`config.mk`:
```
export PLATFORM = sky130hd
export DESIGN_NAME = sa_cdc_hs_src
export DESIGN_NICKNAME = d
export VERILOG_FILES = /design/src/rtl/sa_cdc_pkg.sv /design/src/rtl/sa_sync3d_rst.sv /design/src/rtl/sa_cdc_hs_src.sv
export SDC_FILE = /design/constraint.sdc
export NUM_CORES = 1
export LEC_CHECK = 0
export CAP_MARGIN = 25
export CORE_MARGIN = 8
export CORE_UTILIZATION = 49
export DETAILED_ROUTE_END_ITERATION = 16
export GPL_ROUTABILITY_DRIVEN = 0
export PLACE_DENSITY = 0.83
export SETUP_SLACK_MARGIN = 0.3
export SLEW_MARGIN = 10
export SYNTH_ARGS = -nofsm -noshare
export SYNTH_HDL_FRONTEND = slang
export SYNTH_HIERARCHICAL = 1
export SYNTH_SLANG_ARGS = --single-unit
```
`constraint.sdc`:
```
create_clock -name clk -period 4.65 [get_ports clk]
set_input_delay 0.93 -clock clk [delete_from_list [all_inputs] [get_ports clk]]
set_output_delay 0.93 -clock clk [all_outputs]
set_load 0.02 [all_outputs]
```
`src/rtl/sa_cdc_pkg.sv`:
```
// Shared definitions for the toggle-handshake CDC source and sink blocks.
package sa_cdc_pkg;
   typedef enum logic {IDLE = 1'b0, WAIT_ACK = 1'b1} cdc_state_e;
   localparam int SYNC_STAGES = 3;
endpackage

```
`src/rtl/sa_sync3d_rst.sv`:
```
// Multi-flop synchronizer for a single async level, reset to 0.
module sa_sync3d_rst
   import sa_cdc_pkg::*;
(
   input  logic i_clk,
   input  logic i_rstn,
   input  logic i_d,
   output logic o_q
);
   // Chain must stay as discrete, un-retimed flops to bound metastability.
   (* ASYNC_REG = "TRUE", DONT_TOUCH = "TRUE" *) logic [SYNC_STAGES-1:0] r_sync;

   always_ff @(posedge i_clk or negedge i_rstn) begin
      if (!i_rstn) r_sync <= '0;
      else         r_sync <= {r_sync[SYNC_STAGES-2:0], i_d};
   end

   assign o_q = r_sync[SYNC_STAGES-1];
endmodule

```
`src/rtl/sa_cdc_hs_src.sv`:
```
// Source side of a toggle req/ack crossing: holds one word on xfer_data per
// request toggle and waits for the resynchronized acknowledge toggle.
module sa_cdc_hs_src
   import sa_cdc_pkg::*;
#(
   parameter int              DW     = 32,
   parameter int              TO_W   = 16,
   parameter logic [TO_W-1:0] TO_CYC = 16'hFFFF,
   parameter int              CNT_W  = 8
) (
   input  logic             clk,
   input  logic             rstn,
   input  logic             in_valid,
   output logic             in_ready,
   input  logic [DW-1:0]    in_data,
   output logic [DW-1:0]    xfer_data,
   output logic             req_tgl,
   input  logic             ack_tgl,
   output logic             busy,
   output logic             timeout_err,
   input  logic             err_clr,
   output logic [CNT_W-1:0] xfer_cnt
);
   localparam bit              TO_EN   = (TO_CYC != '0);
   localparam logic [TO_W-1:0] TO_LAST = TO_CYC - TO_W'(1);

   cdc_state_e       r_state, w_state_nxt;
   logic             w_ack_s, w_accept, w_ack_match, w_to_inc, w_to_hit;
   logic             r_req_tgl, r_timeout_err;
   logic [DW-1:0]    r_xfer_data;
   logic [TO_W-1:0]  r_to_cnt;
   logic [CNT_W-1:0] r_xfer_cnt;

   sa_sync3d_rst u_ack_sync (
      .i_clk  (clk),
      .i_rstn (rstn),
      .i_d    (ack_tgl),
      .o_q    (w_ack_s)
   );

   always_ff @(posedge clk or negedge rstn) begin
      if (!rstn) r_state <= IDLE;
      else       r_state <= w_state_nxt;
   end

   always_comb begin
      w_state_nxt = r_state;
      w_accept    = 1'b0;
      w_ack_match = 1'b0;
      w_to_inc    = 1'b0;
      w_to_hit    = 1'b0;
      case (r_state)
         IDLE: begin
            // A stray ack_s change here is deliberately ignored.
            if (in_valid) begin
               w_accept    = 1'b1;
               w_state_nxt = WAIT_ACK;
            end
         end
         WAIT_ACK: begin
            if (w_ack_s == r_req_tgl) begin
               w_ack_match = 1'b1;
               w_state_nxt = IDLE;
            end else if (TO_EN && (r_to_cnt != TO_CYC)) begin
               w_to_inc = 1'b1;
               w_to_hit = (r_to_cnt == TO_LAST);
            end
         end
         default: w_state_nxt = IDLE;
      endcase
   end

   always_ff @(posedge clk or negedge rstn) begin
      if (!rstn) begin
         r_req_tgl     <= 1'b0;
         r_xfer_data   <= '0;
         r_to_cnt      <= '0;
         r_xfer_cnt    <= '0;
         r_timeout_err <= 1'b0;
      end else begin
         if (w_accept) begin
            r_xfer_data <= in_data;
            r_req_tgl   <= ~r_req_tgl;
            r_to_cnt    <= '0;
         end else if (w_to_inc) begin
            r_to_cnt <= r_to_cnt + TO_W'(1);
         end
         if (w_ack_match) r_xfer_cnt <= r_xfer_cnt + CNT_W'(1);
         // Set takes priority over a coincident clear.
         if (w_to_hit)     r_timeout_err <= 1'b1;
         else if (err_clr) r_timeout_err <= 1'b0;
      end
   end

   assign in_ready    = (r_state == IDLE);
   assign busy        = (r_state == WAIT_ACK);
   assign req_tgl     = r_req_tgl;
   assign xfer_data   = r_xfer_data;
   assign timeout_err = r_timeout_err;
   assign xfer_cnt    = r_xfer_cnt;
endmodule

```
==> impl_metrics.py <==
metrics = {
    "critical_path": {
        "critPathCaptureType": "flop",
        "cp_data_arrival_time_ps": 2730,
        "worstPathRequired_ps": 4870,
        "start_kind": "flop",
        "path_class": "flop to flop",
        "worstPathMaxFanout": 12,
        "rrSetupSlack_ps": 2140,
    },
    "clock_tree": {
        "cts_tree": "done",
        "clk_pin_slew_ps": 70,
        "holdBufCountCts": 0,
        "clock_sinks": 62,
        "cts_buffer_depth": 2,
        "insertion_delay_ps": 330,
        "cts_resized": 0,
        "cts_setup_buffers": 0,
        "h-tree-depth": 3,
        "numCtsBuffers": 9,
        "clock-root-buffer": "clkbuf_8",
    },
    "layout": {
        "area_growth_pct": 39.6,
        "stdcell_count": 434,
        "insertedDiodeCount": 0,
        "drive_gt1_frac": 0.0663,
        "final_nets": 399,
    },
    "timing": {
        "tightestPinTransition_ps": 902,
        "slew_headroom": 0.394,
        "fin_crit_sh": 0.540,
        "period_minus_slack_ps": 2510,
        "drv_slew": 0,
        "fmax_mhz": 398,
        "hold_viol": 0,
        "fin_skew_ps": 7.84,
        "rsz0062_at_grt": "false",
        "setup_viol": 0,
        "setup-tns-final_ps": 0,
    },
    "drt": {
        "drt_iter0_drc": 107,
        "post_drt_wl_per_cell_um": 14.7,
        "drt_wl_total_um": 6380,
        "vias": 2274,
        "drc": 0,
        "via_per_inst": 5.24,
        "ant_nets": 0,
        "drt_first_pass_iters": 5,
    },
    "global_routing": {
        "grt_pass1_vias": 2366,
        "grt_max_degree": 44,
        "grt-ovfl-total": 0,
        "grt_pass1_wl_um": 10900,
        "antenna_found_initial": 0,
        "grt_use_total": 0.162,
    },
    "power_and_ir_drop": {
        "powerDensity_mw_per_mm2": 586,
        "p_leak_nw": 1.66,
        "peakVddDrop_uv": 401,
    },
    "logic_synthesis": {
        "syn_area_mm2": 0.00266,
        "synthCells": 276,
        "synthFlopType": "dfrtp_1",
        "synth_edf_count": 0,
        "synth_nets": 316,
        "synth-async-reset-ratio": 1.00,
        "synth_seq_cells": 62,
        "ys_types": 35,
        "syn_area_per_cell_um2": 9.65,
        "yosysWarnings": 6,
        "seq_area_frac_synth": 0.583,
    },
    "die": {
        "dieArea_mm2": 0.00805,
        "die_h_um": 89.7,
        "initial_core_util": 0.496,
        "core_mm2": 0.00537,
        "row_count": 27,
        "ios": 81,
        "die_w_um": 89.7,
    },
    "place": {
        "dpl.hpwl_um": 4620,
        "io_buffers": 80,
        "dpl.cell_count": 418,
    },
    "run": {
        "drv_cap": 0,
    },
    "hold_path": {
        "hold_class": "flop to flop",
    },
    "run_status": {
        "status": "completed",
    },
}
cell usage in the layout, fill, tap and decap left out, drive strengths merged, types with 3 or more instances in the layout:
cell type | netlist | routed
xnor2 | 8 | 8
nand2 | 107 | 107
dfrtp | 62 | 62
nor2 | 3 | 3
clkinv | 0 | 3
mux2i | 3 | 3
or3 | 3 | 3
or4b | 3 | 3
nor4 | 3 | 3
o41ai | 5 | 5
clkdlybuf4s50 | 0 | 79
inv | 4 | 4
clkbuf | 10 | 10
nand3 | 7 | 7
a21oi | 10 | 10
buf | 4 | 7
or4 | 6 | 6
nand4 | 9 | 9
o31ai | 5 | 5
ha | 3 | 3
stage by stage:
step | util | power (W) | setup slack, ps | hold slack [ps] | cell area [um^2]
2_1_floorplan | - | 0.00133 | 2620 | 331 | 2660
3_3_place_gp | 0.658 | 0.00179 | 1890 | 335 | 3530
3_5_place_dp | 0.658 | 0.00181 | 1860 | 335 | 3530
4_1_cts | 0.686 | 0.00220 | 2130 | 351 | 3690
5_1_grt | 0.692 | 0.00232 | 1930 | 359 | 3720
6_report | 0.692 | 0.00218 | 2140 | 347 | 3720
Yosys cell counts, types with 4 or more instances:
cell      number  area, um^2
nand4_1        9        56.3
o41ai_1        5        43.8
xnor2_1        8        70.1
o31ai_1        5        37.5
inv_1          4        15.0
or4_1          6        45.0
nand2_1      107         402
dfrtp_1       62        1550
a21oi_1       10        50.1
clkbuf_1      10        37.5
nand3_1        7        35.0
worst paths after layout:
check,cells past startpoint,endpoint,from
worst min register to register,0,u_ack_sync/r_sync[2]$_DFF_PN0_,u_ack_sync/r_sync[1]$_DFF_PN0_
worst max-delay path,6,timeout_err$_DFFE_PN0P_,r_to_cnt[0]$_DFFE_PN0P_
worst min-delay path,0,u_ack_sync/r_sync[2]$_DFF_PN0_,u_ack_sync/r_sync[1]$_DFF_PN0_
worst max register to register,6,timeout_err$_DFFE_PN0P_,r_to_cnt[0]$_DFFE_PN0P_
min in group asynchronous,1,xfer_data[22]$_DFFE_PN0P_,rstn
max in group asynchronous,3,r_to_cnt[10]$_DFFE_PN0P_,rstn
per-layer routing:
metal | vias to the layer above | global-route usage | part of all wire
met5 | - | 0 | 0
met4 | 0 | 0.0748 | 0.013
met3 | 10 | 0.0615 | 0.079
met2 | 69 | 0.248 | 0.48
met1 | 1091 | 0.198 | 0.43
li1 | 1104 | - | -
final cells by class:
class / instances / area [um^2]
clock inverters: 4 / 26.3
clock buffers: 10 / 128
well taps: 72 / 90.1
multi-input cells: 196 / 1050
repair buffers: 86 / 857
fillers: 408 / 1650
inverters: 4 / 15.0
flip-flops and latches: 62 / 1550
critical path: stages (launching register included):
cell     delay (ps)
dfrtp_1         450
ha_1            230
nand4_1         200
nor4_2          830
buf_4           320
nor2_1          100
a32o_1          280
power breakdown:
part	switching, W	internal [W]	total, W
Sequential	0.000139	0.000718	0.000857
Combinational	0.000508	0.000435	0.000943
Clock	0.000192	0.000186	0.000378
kinds of logic after synthesis:
family	after synthesis	share of synthesized area
compound gates	27	0.0696
xor+xnor	10	0.0329
fa+ha+maj	3	0.0141
buf+inv	18	0.0263
flops	62	0.583
mux	4	0.0155
simple gates	152	0.259
sequential cells by signal (all words and copies together) (netlist names):
signal,flops
busy,1
r_to_cnt,16
req_tgl,1
timeout_err,1
u_ack_sync/r_sync,3
xfer_cnt,8
xfer_data,32
Note: power is estimated with default switching activity, not from simulation.
